[config.mk]
export PLATFORM = sky130hd
export DESIGN_NAME = mb_quad_ctl
export DESIGN_NICKNAME = d
export VERILOG_FILES = /design/src/rtl/mb_quad_ctl.sv
export SDC_FILE = /design/constraint.sdc
export NUM_CORES = 1
export LEC_CHECK = 0
export CAP_MARGIN = 20
export CORE_ASPECT_RATIO = 1.5
export CORE_MARGIN = 1.5
export CORE_UTILIZATION = 50
export CTS_CLUSTER_DIAMETER = 200
export DETAILED_ROUTE_END_ITERATION = 16
export GPL_TIMING_DRIVEN = 0
export PLACE_DENSITY_LB_ADDON = 0.1
export SLEW_MARGIN = 20
export SYNTH_ARGS = -nofsm -noshare
export SYNTH_HDL_FRONTEND = slang
export SYNTH_SLANG_ARGS = --single-unit
[constraint.sdc]
create_clock -name clk -period 4.2 [get_ports clk]
set_input_delay 0.42 -clock clk [delete_from_list [all_inputs] [get_ports clk]]
set_output_delay 0.42 -clock clk [all_outputs]
set_load 0.005 [all_outputs]
[src/rtl/mb_quad_ctl.sv]
// mb_quad_ctl
// MBOX transfer controller: loads one or four words into the MB word holding
// registers (from cache, AR/CH, memory or CCW) and drains them in wrapped word
// order through a settle-gated select handshake.
//
// Build option: define MB_QUAD_PARITY_CHK_EN to keep a parity bit per loaded
// word and flag PAR_ERR on drains whose 37-bit total parity is even. Without
// it, par_err is tied low and no parity bits are stored.
//
// state     | meaning
// ----------+--------------------------------------------------------------
// ST_IDLE   | ready for a request; word valid flags keep last transfer
// ST_ACTIVE | filling and draining words; done pulses in the final cycle
// ST_ERR    | nonexistent memory seen; waits for err_clr
module mb_quad_ctl (
  input  logic       clk,
  input  logic       reset_n,
  input  logic       req_valid,
  output logic       req_ready,
  input  logic       req_quad,
  input  logic [1:0] req_first_wd,
  input  logic [1:0] req_src,
  input  logic       mem_data_valid,
  input  logic [1:0] mem_wd_adr,
  input  logic       mem_nxm,
  input  logic       mem_par_in,
  input  logic       mb_par_odd,
  output logic       rd_valid,
  input  logic       rd_ack,
  input  logic       err_clr,
  output logic [0:3] mb_hold_in,
  output logic [0:1] mb_in_sel,
  output logic       mb_sel_hold,
  output logic [0:1] mb_sel_en,
  output logic [0:3] mb_wd_valid,
  output logic       nxm_any,
  output logic       done,
  output logic       par_err
);

  localparam logic [1:0] ST_IDLE   = 2'd0;
  localparam logic [1:0] ST_ACTIVE = 2'd1;
  localparam logic [1:0] ST_ERR    = 2'd2;
  localparam logic [0:1] SRC_MEM   = 2'b10;

  logic [1:0] state_q;
  logic [2:0] count_q;
  logic [2:0] loaded_q;
  logic [2:0] drained_q;
  logic [1:0] first_q;
  logic [1:0] wr_ptr_q;
  logic [1:0] rd_ptr_q;
  logic [0:1] in_sel_q;
  logic [0:1] sel_en_q;
  logic [0:3] wd_valid_q;
  logic       sel_hold_q;
  logic       settled_q;
  logic       done_q;
  logic       nxm_q;

  logic       active;
  logic       is_mem;
  logic       fill_open;
  logic [1:0] mem_offset;
  logic       mem_in_set;
  logic [1:0] load_wd;
  logic       load_en;
  logic       drain;
  logic [2:0] drained_nxt;

  // Per-cycle fill and drain decisions; mem_nxm blocks both in the same cycle
  always_comb begin
    active      = (state_q == ST_ACTIVE);
    is_mem      = (in_sel_q == SRC_MEM);
    fill_open   = active && !mem_nxm && (loaded_q != count_q);
    mem_offset  = mem_wd_adr - first_q;
    mem_in_set  = ({1'b0, mem_offset} < count_q);
    load_wd     = is_mem ? mem_wd_adr : wr_ptr_q;
    if (is_mem) begin
      load_en = fill_open && mem_data_valid && mem_in_set && !wd_valid_q[mem_wd_adr];
    end else begin
      load_en = fill_open;
    end
    // A word only becomes drainable once its valid flag is registered
    rd_valid    = active && !mem_nxm && settled_q && (drained_q != count_q)
                  && wd_valid_q[rd_ptr_q];
    drain       = rd_valid && rd_ack;
    drained_nxt = drained_q + 3'd1;
    mb_hold_in  = 4'b0000;
    if (load_en) begin
      mb_hold_in[load_wd] = 1'b1;
    end
  end

  // Transfer FSM with pointers, counts and the registered MB select strobes
  always_ff @(posedge clk) begin
    if (!reset_n) begin
      state_q    <= ST_IDLE;
      count_q    <= '0;
      loaded_q   <= '0;
      drained_q  <= '0;
      first_q    <= '0;
      wr_ptr_q   <= '0;
      rd_ptr_q   <= '0;
      in_sel_q   <= '0;
      sel_en_q   <= '0;
      wd_valid_q <= '0;
      sel_hold_q <= 1'b0;
      settled_q  <= 1'b0;
      done_q     <= 1'b0;
      nxm_q      <= 1'b0;
    end else begin
      sel_hold_q <= 1'b0;
      done_q     <= 1'b0;
      case (state_q)
        ST_IDLE: begin
          if (req_valid) begin
            state_q    <= ST_ACTIVE;
            count_q    <= req_quad ? 3'd4 : 3'd1;
            loaded_q   <= '0;
            drained_q  <= '0;
            first_q    <= req_first_wd;
            wr_ptr_q   <= req_first_wd;
            rd_ptr_q   <= req_first_wd;
            in_sel_q   <= req_src;
            wd_valid_q <= '0;
            sel_en_q   <= req_first_wd;
            sel_hold_q <= 1'b1;
            settled_q  <= 1'b0;
          end
        end
        ST_ACTIVE: begin
          if (mem_nxm) begin
            state_q   <= ST_ERR;
            nxm_q     <= 1'b1;
            settled_q <= 1'b0;
          end else if (done_q) begin
            state_q <= ST_IDLE;
          end else begin
            if (load_en) begin
              wd_valid_q[load_wd] <= 1'b1;
              loaded_q            <= loaded_q + 3'd1;
              if (!is_mem) begin
                wr_ptr_q <= wr_ptr_q + 2'd1;
              end
            end
            if (drain) begin
              rd_ptr_q   <= rd_ptr_q + 2'd1;
              drained_q  <= drained_nxt;
              settled_q  <= 1'b0;
              sel_hold_q <= 1'b1;
              sel_en_q   <= rd_ptr_q + 2'd1;
              if (drained_nxt == count_q) begin
                done_q <= 1'b1;
              end
            end else if (sel_hold_q) begin
              // Select has had one full cycle to load; MB is now stable
              settled_q <= 1'b1;
            end
          end
        end
        ST_ERR: begin
          if (err_clr) begin
            state_q    <= ST_IDLE;
            nxm_q      <= 1'b0;
            wd_valid_q <= '0;
          end
        end
        default: begin
          state_q <= ST_IDLE;
        end
      endcase
    end
  end

`ifdef MB_QUAD_PARITY_CHK_EN
  logic [0:3] par_q;
  logic       par_err_q;

  // Parity bit captured alongside each word; even total on drain is an error
  always_ff @(posedge clk) begin
    if (!reset_n) begin
      par_q     <= '0;
      par_err_q <= 1'b0;
    end else begin
      if (load_en) begin
        par_q[load_wd] <= mem_par_in;
      end
      par_err_q <= drain && !(mb_par_odd ^ par_q[rd_ptr_q]);
    end
  end

  assign par_err = par_err_q;
`else
  logic unused_par;
  assign unused_par = mem_par_in ^ mb_par_odd;
  assign par_err    = 1'b0;
`endif

  assign req_ready   = (state_q == ST_IDLE);
  assign mb_in_sel   = in_sel_q;
  assign mb_sel_hold = sel_hold_q;
  assign mb_sel_en   = sel_en_q;
  assign mb_wd_valid = wd_valid_q;
  assign nxm_any     = nxm_q;
  assign done        = done_q;

endmodule

# == Yosys cells after proc, flatten, opt, wreduce, memory -nomap -nowiden ==
# Index checks and enable logic that the tools add are counted.
# totals
out_inout_bits,18
input_bits,16
word_cells,129
reg_bits,27
# op_classes
n_mux,57
order_cmp,5
addsub,5
n_eq_ne,17
bitwise_logic,7
n_reduce_logical,25
# ops
operator,count
$mux 2,13
$mux 3,8
$mux 4,6
$mux 1,18
$ne 2x2->1 const B,6
$pmux 3 s2,2
$pmux 4 s3,1
$reduce_and 6->1,2
$logic_and 1x1->1,10
$reduce_and 5->1,2
$ge 3x3->1 const B,3
$not 2->3,3
$pmux 2 s2,2
$add 3x1->3 const B,2
$ne 3x3->1,2
$ne 3x3->1 const B,2
$pmux 1 s2,3
$pmux 2 s3,1
$reduce_and 3->1,2
$reduce_or 5->1,1
$add 2x1->2 const B,2
$bmux 1 s2,2
$eq 2x2->1 const B,2
$ne 2x1->1 const B,2
15 further kinds,19

# == Depth between registers and ports, before layout ==
# Gate-level depths: netlist of the first run.
# depth
word_depth,12
mapped_depth,7

# == Worst setup path before layout of the first run ==
# Ideal clock, no wire load.
# synth_path
path_type,input -> register
from,input mem_wd_adr[1]
to,register loaded_q[0]
stages,6
t_arrival_ps,1804
setup_time_ps,74
slack_ps,2322
path_cell_list,buf_6 > mux2_4 > o221ai_4 > o311ai_4 > or4_1 > a31oi_1
# synth_via
elab_chain_len,9
# synth_rtl
item,line,source
"start, declared",24,"input logic [1:0] mem_wd_adr,"
"parallel branches: the longest is 5 deep, another holds $lt 2x3->1",n/a,
$logic_and 1x1->1 (*),80,load_en = fill_open && mem_data_valid && mem_in_set && !wd_valid_q[mem_wd_adr];
$mux 1 (*),79,if (is_mem) begin
$ne 2x1->1 (no source line) (*),n/a,
$reduce_and 5->1 (no source line) (*),n/a,
"end signal, assigned",142,loaded_q <= loaded_q + 3'd1;
"end, declared",48,logic [2:0] loaded_q;
# Mark *: on every way between the ends. The select of a mux whose other input is x is not followed.
# A chain may end at the register's enable or synchronous reset.

# == Worst setup path in the final report of the first run ==
# layout_path
from,input mem_wd_adr[0]
to,output mb_hold_in[1] (netlist bit)
# layout_via
elab_chain_len,8
# layout_rtl
item,line,source
"parallel branches: the longest is 7 deep, another holds $lt 2x3->1",n/a,
$mux 4 (*),90,if (load_en) begin
"end, declared",31,"output logic [0:3] mb_hold_in,"
# Marks and branches as above.

==> results of run 1 <==
-- worst min-delay path by stage --
stage | start | endpoint | slack [ns] | cells past startpoint
floorplan | first_q[1] | first_q[1] | 0.44 | 2
global placement | first_q[0] | first_q[0] | 0.46 | 2
detailed placement | first_q[0] | first_q[0] | 0.47 | 2
CTS | first_q[0] | first_q[0] | 0.48 | 2
global route | first_q[0] | first_q[0] | 0.51 | 2
finish | first_q[0] | first_q[0] | 0.48 | 2
-- metal layers --
metal / vias up / global-route usage (%)
li1: 736 / -
met1: 698 / 27.9
met2: 45 / 46.3
met3: 6 / 2.06
met4: 0 / 9.84
met5: - / 0
-- state kept, by name, indices dropped and copies added (netlist names) --
register	flops
wr_ptr_q	2
loaded_q	3
done	1
state_q	2
settled_q	1
mb_in_sel	2
nxm_any	1
mb_sel_en	2
drained_q	3
mb_sel_hold	1
mb_wd_valid	4
first_q	2
count_q	2
-- cell families (layout without fill, tap and decap cells) --
family | count (synthesis) | count (layout) | share of synthesized area (%)
compound gates | 52 | 52 | 27.2
xor+xnor | 6 | 6 | 4.18
fa+ha+maj | 3 | 3 | 2.37
buf+inv | 17 | 49 | 4.81
flops | 26 | 26 | 32.8
mux | 5 | 5 | 4.34
other cells | 1 | 1 | 0.237
simple gates | 75 | 75 | 24.1
-- critical path, stage by stage --
cell                              delay [ns]
sky130_fd_sc_hd__clkdlybuf4s50_1        0.55
sky130_fd_sc_hd__inv_1                  0.10
sky130_fd_sc_hd__ha_1                   0.21
sky130_fd_sc_hd__xnor3_1                0.18
sky130_fd_sc_hd__and3_1                 0.24
sky130_fd_sc_hd__o311ai_4               0.36
sky130_fd_sc_hd__nor2_1                 0.10
sky130_fd_sc_hd__clkdlybuf4s50_1        0.47
-- power groups by stage --
stage          clock network [W]  logic [W]  registers (W)
2_1_floorplan                  0  0.0000783       0.000272
3_3_place_gp                   0   0.000118       0.000273
3_5_place_dp                   0   0.000122       0.000274
4_1_cts                 0.000164   0.000123       0.000268
5_1_grt                 0.000178   0.000135       0.000270
6_report                0.000163   0.000123       0.000268
-- cells in the mapped netlist (2+ instances only) --
cell / n / area, µm²
sky130_fd_sc_hd__o21a_1: 2 / 15.0
sky130_fd_sc_hd__nor2_1: 16 / 60.1
sky130_fd_sc_hd__clkbuf_1: 5 / 18.8
sky130_fd_sc_hd__nand2_1: 26 / 97.6
sky130_fd_sc_hd__nand3_1: 4 / 20.0
sky130_fd_sc_hd__a31oi_1: 7 / 43.8
sky130_fd_sc_hd__xnor2_1: 3 / 26.3
sky130_fd_sc_hd__a21boi_0: 8 / 60.1
sky130_fd_sc_hd__mux2i_1: 2 / 20.0
sky130_fd_sc_hd__and3_1: 2 / 12.5
sky130_fd_sc_hd__nor3_1: 2 / 10.0
sky130_fd_sc_hd__o22ai_1: 3 / 18.8
sky130_fd_sc_hd__inv_1: 8 / 30.0
sky130_fd_sc_hd__dfxtp_1: 26 / 521
sky130_fd_sc_hd__o31ai_1: 5 / 37.5
sky130_fd_sc_hd__o21ai_0: 7 / 35.0
sky130_fd_sc_hd__nor3b_1: 2 / 15.0
sky130_fd_sc_hd__ha_1: 3 / 37.5
sky130_fd_sc_hd__a21oi_1: 6 / 30.0
sky130_fd_sc_hd__and2_1: 2 / 12.5
sky130_fd_sc_hd__nor2b_1: 4 / 25.0
sky130_fd_sc_hd__xor2_1: 2 / 17.5
sky130_fd_sc_hd__nand2b_1: 7 / 43.8
-- area by class of cell --
type                    instances  area [µm²]
repair buffers                 28         280
plain buffers                   9        46.3
clock buffers                   4        55.1
well taps                      39        48.8
inverters                       8        30.0
flip-flops and latches         26         520
multi-input cells             142         988
fillers                       266        1000
-- stage by stage --
stage	cell area (µm²)	total power [W]	hold slack [ns]	utilization, %
floorplan	1590	0.000350	0.444	-
global placement	1910	0.000392	0.462	64.4
detailed placement	1910	0.000396	0.466	64.4
CTS	1970	0.000555	0.479	66.2
global route	1970	0.000583	0.513	66.2
finish	1970	0.000554	0.476	66.2
==> metrics list, run 1 <==
- Dividing the detail-routed wire length by the instance count gives approximately 16 µm.
- Synth Area per Inst: 8.57 µm²
- Maximum clock frequency: 0.328 GHz
- For this block, wires on met1 add up to roughly 1.5 mm.
- Total setup buffers inserted after CTS: 0
* GR Util All Layers: ~24%
- Root buffer selected by CTS: sky130_fd_sc_hd__clkbuf_8
- Between clock sinks in the finished design, the worst skew comes to 0.00198 ns.
- The analysis attributes to net switching a power of roughly 0.00016 W.
- TritonCTS built the clock tree.
* DRC violations left: 0
- Total length of routed met3 wires: 171 µm
* Beginning of the critical path: mem_wd_adr[0]
* Core region area: between 2000 and 3000 µm²
- Endpoint type of the worst setup path: primary output
- Data on the critical path is required at its endpoint by 3.78 ns.
- The first global-routing pass estimated a little under 7 mm of wire.
- The final-report max-slew violation count was 0.
- Final Net Count: between 200 and 250
- The critical path is of the input port to primary output type.
- In this run the worst path has a maximum fanout of 7.
- Timing analysis after detailed placement gives a worst setup slack of 1.15 ns.
- CTS built an H-tree with a depth of 1.
- The first detailed-routing pass ran for 4 iterations.
- Clock Tree Buf Depth: 2
* Synth warn: 0
- Yosys mapped a number of flops with a built-in enable equal to 0.
- 0 antenna diodes ended up in the layout.
- The floorplan step defined a die boundary enclosing roughly 3500 µm².
- Die Y: around 72 µm
- Row generation in the floorplan step produced 24 rows.
* Net count after synthesis: 204
* Number of antenna violations at the first check in global routing: 0
* DR vias/cell: between 5 and 6
- Start of the worst register-to-register path: state_q[0]
* Count of mapped cells out of synthesis: 185
* Post-synth cell types: 56
* Sequential share of power: about half
- Count of boundary I/O pins: 34
- Dividing the final minimum period by the clock period gives roughly 73%.
- In this run the static leakage power is roughly 0.71 nW.
* Clk pwr share: about 30%
- Internal power comes to between 0.0003 and 0.0004 W.
- Die Width: between 40 and 50 µm
- Summed instance area of the synthesized netlist: around 1600 µm²
- Clock-pin slew on the worst setup and hold paths: about 0.090 ns
* Vias post-DR: between 1000 and 1500
- Of the total power, combinational logic draws between 20% and 30%.
* Pin count of the biggest net entering global routing: 15
- Syn-to-layout area delta: 24.2%
- The highest metal layer carrying signal wires in the routed design is met4.
- Number of maximum-capacitance constraint violations: 0
- Capture instance of the worst register-to-register path: done
- Final Routed Wirelength: between 3 and 4 mm
- At the pin with the least slew margin, the transition time is 0.629 ns.
* Run status: finished, final reports clean
* Routability Congestion: 0.872
* Global-route congestion overflow total: 0
- Counting cells, the worst reg-to-reg path comes to 6.
- After routing, the total negative slack on setup checks comes to 0 ns.
- Detailed placer's ending HPWL: 3.15 mm
- In this run, synthesis produced a sequential element count of 26.
- Category of the worst setup path launch point: input port
* Most frequent standard cell in the layout excluding fill and tap cells: sky130_fd_sc_hd__clkdlybuf4s50_1
* Number of sinks driven by the clock tree: 26
* TritonCTS Buffers: 3
- Setup repair after global routing missed its margin: false
* Quantity of hold-fixing buffers added after cts: 0
* Switching part of the total: between 20% and 30%
- Summed over all nets, wire length on met2 after detailed routing comes to about 2.2 mm.
* Number of routed nets with antenna violations: 0
- Sequential cells were found to cover about a third of the synthesized design area.
* Final hold vios: 0
- In this run the worst hold path is classified as flop to flop.
- For this block, the initial DRC count from the detailed router was 50.
- Count of input and output buffers: 28
- In the layout the commonest cells are 28 x sky130_fd_sc_hd__clkdlybuf4s50_1, 26 x sky130_fd_sc_hd__nand2_1, 26 x sky130_fd_sc_hd__dfxtp_1.
- Final setup violation count: 0
- Min setup slack post-route: around 1.1 ns
* Via count of the first global-routing pass: 1484
- Post-CTS sizing: 0
- Power spread over the standard cell area amounts to ~280 nW/µm².
- Initial core utilization: 53.3%
- The worst pin sits at a relative slew slack of 57.9%.
* Number of instances in the placed design: 252
- Ys async rst share: 0%
* Max rail drop VDD: between 0.15 and 0.2 mV
* Flop2flop setup slack: roughly 2.1 ns
- Critical path endpoint: mb_hold_in[1]
- For the worst setup path, the data arrival time is roughly 2.6 ns.
* Dominant synthesized flop cell: sky130_fd_sc_hd__dfxtp_1
* Count of non-filler cells in the finished layout: approximately 260
- Clock latency at the later pin of the worst-skew pair: 0.27 ns
- Share of post-route cells with drive strength above 1: between 9 and 10%
- Clock period minus worst slack: ~3 ns
(Power assumes the default switching activity.)
==> run 2, diff against run 1 <==
--- a/config.mk
+++ b/config.mk
@@ -8,7 +8,7 @@
 export CAP_MARGIN = 20
 export CORE_ASPECT_RATIO = 1.5
 export CORE_MARGIN = 1.5
-export CORE_UTILIZATION = 50
+export CORE_UTILIZATION = 45
 export CTS_CLUSTER_DIAMETER = 200
 export DETAILED_ROUTE_END_ITERATION = 16
 export GPL_TIMING_DRIVEN = 0
==> constraint.sdc (replaced) <==
create_clock -name clk -period 2.6 [get_ports clk]
set_input_delay 0.26 -clock clk [delete_from_list [all_inputs] [get_ports clk]]
set_output_delay 0.26 -clock clk [all_outputs]
set_load 0.005 [all_outputs]
==> metrics list, run 2 (synthesis results as in run 1) <==
- The run finished with clean final reports.
- The iteration count of the initial detailed-routing pass came to 4 (unchanged).
* Areal power density over the cells: 450 nW/µm² (+60%)
- The clock latency reported for the late side of the worst-skew pair came to 0.27 ns (about the same).
- Based on the critical path, the design can be clocked at up to around 0.41 GHz.
- Final setup violation count: 0 (unchanged)
- The largest buffer count on any clock path was 2 (unchanged).
* Initial core utilization: 46.9% (-6.5 points)
- Number of routed nets with antenna violations: 0 (unchanged)
- The fraction of power consumed by sequential logic was 48.6% (about the same).
- Antenna Cells: 0 (unchanged)
- The worst path uses a little over nine tenths of the clock period.
- The clock-pin slew on the worst setup and hold paths came to 0.09 ns (about the same).
- The number of cells traversed by the worst register-to-register path is 6 (unchanged).
- Maximum level of the CTS H-tree: 1 (unchanged)
- Post-layout instance area: 1980 µm² (+0.64%)
- The width of the die came to 51.5 µm (+5.1%).
- The number of top-level pins was 34 (unchanged).
- The final-report max-slew violation count was 0 (unchanged).
* Path type of the worst min-delay path: input port to flop
- The leakage power came to 0.720 nW (+2.1%).
* Global-route congestion overflow total: 0 (unchanged)
- Clock tree synthesis selected as its root buffer the cell sky130_fd_sc_hd__clkbuf_8.
* Share of post-route cells with drive strength above 1: 10.1% (+0.41 points)
- Wire length of the first global-routing pass: 6.67 mm (-1.1%)
* Core region area: 3380 µm² (+14%)
* Data required time of the worst path: 2.34 ns (-1.44 ns)
* DIE AREA: 3900 µm² (+11%)
- Die Y: 75.7 µm (+5.2%)
- Leaving out fill and tap cells, the most frequent cells in the layout are 26 x sky130_fd_sc_hd__nand2_1, 26 x sky130_fd_sc_hd__dfxtp_1, 26 x sky130_fd_sc_hd__clkdlybuf4s50_1.
* Vias post-DR: 1479 (-0.40%)
* Average wire per standard cell: 15.9 µm (+2.4%)
- The fraction of the core area covered by cells at the end of the flow is 58.6% (-7.7 points).
* Fraction of power consumed by combinational cells: 22.3% (about the same)
* Routability Congestion: 0.903 (+3.6%)
- The number of global-route vias before repair was 1397 (-5.9%).
- Maximum fanout count along the critical path: 5 (-2)
- Walking the worst path, the cells encountered are dlygate4sd2_1, inv_1, ha_1, xnor3_1, and3_1, o311ai_4, nor2_1, clkdlybuf4s50_1.
- The startpoint identified for the worst hold timing path is reset_n.
* Worst Hold Path Cells: 3 (+1)
- Cell at the slowest stage of the critical path: sky130_fd_sc_hd__clkdlybuf4s50_1
* Clock tree from TritonCTS: yes
* Filler Cells Inserted: 329 (+24%)
* Category of the critical setup timing path: input port to primary output
* Flop2flop setup slack: 0.45 ns (-1.65 ns)
* GR Util All Layers: 22.8% (-1.6 points)
* Max Clock Skew: 0.00749 ns (+0.00551 ns)
* Starting DRC count in detailed routing: 41 (-18%)
- Final Net Count: 238 (+0.42%)
- The count of buffers inserted at the top-level ports came to 28 (unchanged).
* Final Routed Wirelength: 4.14 mm (+4.0%)
* Start of the worst register-to-register path: state_q[0]
- Number of sinks driven by the clock tree: 26 (unchanged)
- The count of final hold-check violations is 0 (unchanged).
- The number of remaining DRC errors came to 0 (unchanged).
- STA classifies the critical path startpoint as an input port.
* Number of instances in the placed design: 255 (+1.2%)
- Endpoint type of the worst setup path: primary output
- The post-layout instance count excluding filler cells is 260 (+1.6%).
* Min setup slack post-route: 0.160 ns (-0.990 ns)
* Hold Crit Endpoint: drained_q[1]
- Crit path largest cell delay: 0.47 ns (-0.08 ns)
* Number of antenna violations at the first check in global routing: 0 (unchanged)
* Data arrival time at the worst-slack endpoint: 2.18 ns (-0.45 ns)
- The total internal power was 0.000640 W (+61%).
- The switching portion of total power came to 28.3% (-0.094 points).
* Worst slew margin relative to its limit: 55.3% (-2.6 points)
* Setup repair after global routing missed its margin: false
- The standard cell area after detailed placement came to 1920 µm² (+0.20%).
- The maximum number of pins on one net before global-route repair came to 15 (unchanged).
* Syn-to-layout area delta: 25.0%
- The HPWL after detailed placement came to 3.16 mm (+0.23%).
- The maximum vdd drop came to 0.277 mV (+62%).
- The floorplan row count is 26 (+8.3%).
* Capture instance of the worst register-to-register path: done
- The number of vias per cell after detailed routing was 5.69 (-1.9%).
- Number of flip-flops in the largest register: 4 (unchanged)
- Transition time at the pin with the least slew margin: 0.668 ns (+0.0386 ns)
- TritonCTS Buffers: 3 (unchanged)
* Clk pwr share: 29.1% (-0.2 points)
- Worst slack after detailed placement: -0.124 ns (-1.28 ns)
- Clock period minus worst slack: 2.44 ns
* Reported net switching power: 0.000253 W (+61%)
* Number of maximum-capacitance constraint violations: 0 (unchanged)
-- run 2: area by class of cell --
cell class / instances / area (µm²) / share of cell area (%)
clock buffers: 4 / 55.1 / 2.78
multi-input cells: 142 / 988 / 49.9
plain buffers: 9 / 46.3 / 2.34
inverters: 8 / 30.0 / 1.52
well taps: 42 / 52.6 / 2.65
flip-flops and latches: 26 / 520 / 26.3
repair buffers: 29 / 289 / 14.6
-- run 2: through the flow --
stage               TNS, ns  power, W  hold WS, ns
detailed placement   -0.443  0.000640        0.468
finish                    0  0.000893        0.430
global placement     -0.321  0.000634        0.462
CTS                       0  0.000896        0.426
global route              0  0.000936        0.447
floorplan                 0  0.000565        0.405
-- run 2: timing repair --
item / CTS / global route
hold endpoints to repair: 0 / 0
buffers inserted: 1 / 0
hold buffers: 0 / 0
setup endpoints to repair: 4 / 1
pin swaps: 1 / 0
resized for setup: 1 / 1
-- run 2: per-layer routing --
metal	part of all wire, %	global-route usage [%]	up-vias
met3	4.3	2.75	6
li1	-	-	733
met4	1.5	8.19	0
met1	41	27.3	700
met2	54	41.5	40
met5	0	0	-
-- run 2: worst max-delay path by stage --
stage	slack, ns	end	cells past startpoint	from
after floorplan	0.88	loaded_q[0]	6	mem_wd_adr[1]
after global routing	0.02	mb_hold_in[1]	8	mem_wd_adr[0]
final	0.16	mb_hold_in[1]	8	mem_wd_adr[0]
after detailed placement	-0.12	mb_hold_in[1]	8	mem_wd_adr[0]
after global placement	-0.09	mb_hold_in[1]	8	mem_wd_adr[0]
after CTS	0.07	mb_hold_in[1]	6	mem_nxm
-- run 2: worst max-delay path: cells and delay by family --
family / cells / cell delay [ns]
and+or+nand+nor: 2 / 0.34
adders and majority gates: 1 / 0.21
xor gates and xnor gates: 1 / 0.17
AOI/OAI and AO/OA: 1 / 0.37
buffers and inverters: 3 / 0.83
-- run 2: power by group through the flow --
stage	sequential [W]	clock (W)	combinational, W
floorplan	0.000439	0	0.000127
global placement	0.000442	0	0.000193
detailed placement	0.000443	0	0.000197
CTS	0.000434	0.000265	0.000198
global route	0.000436	0.000280	0.000220
finish	0.000434	0.000260	0.000199
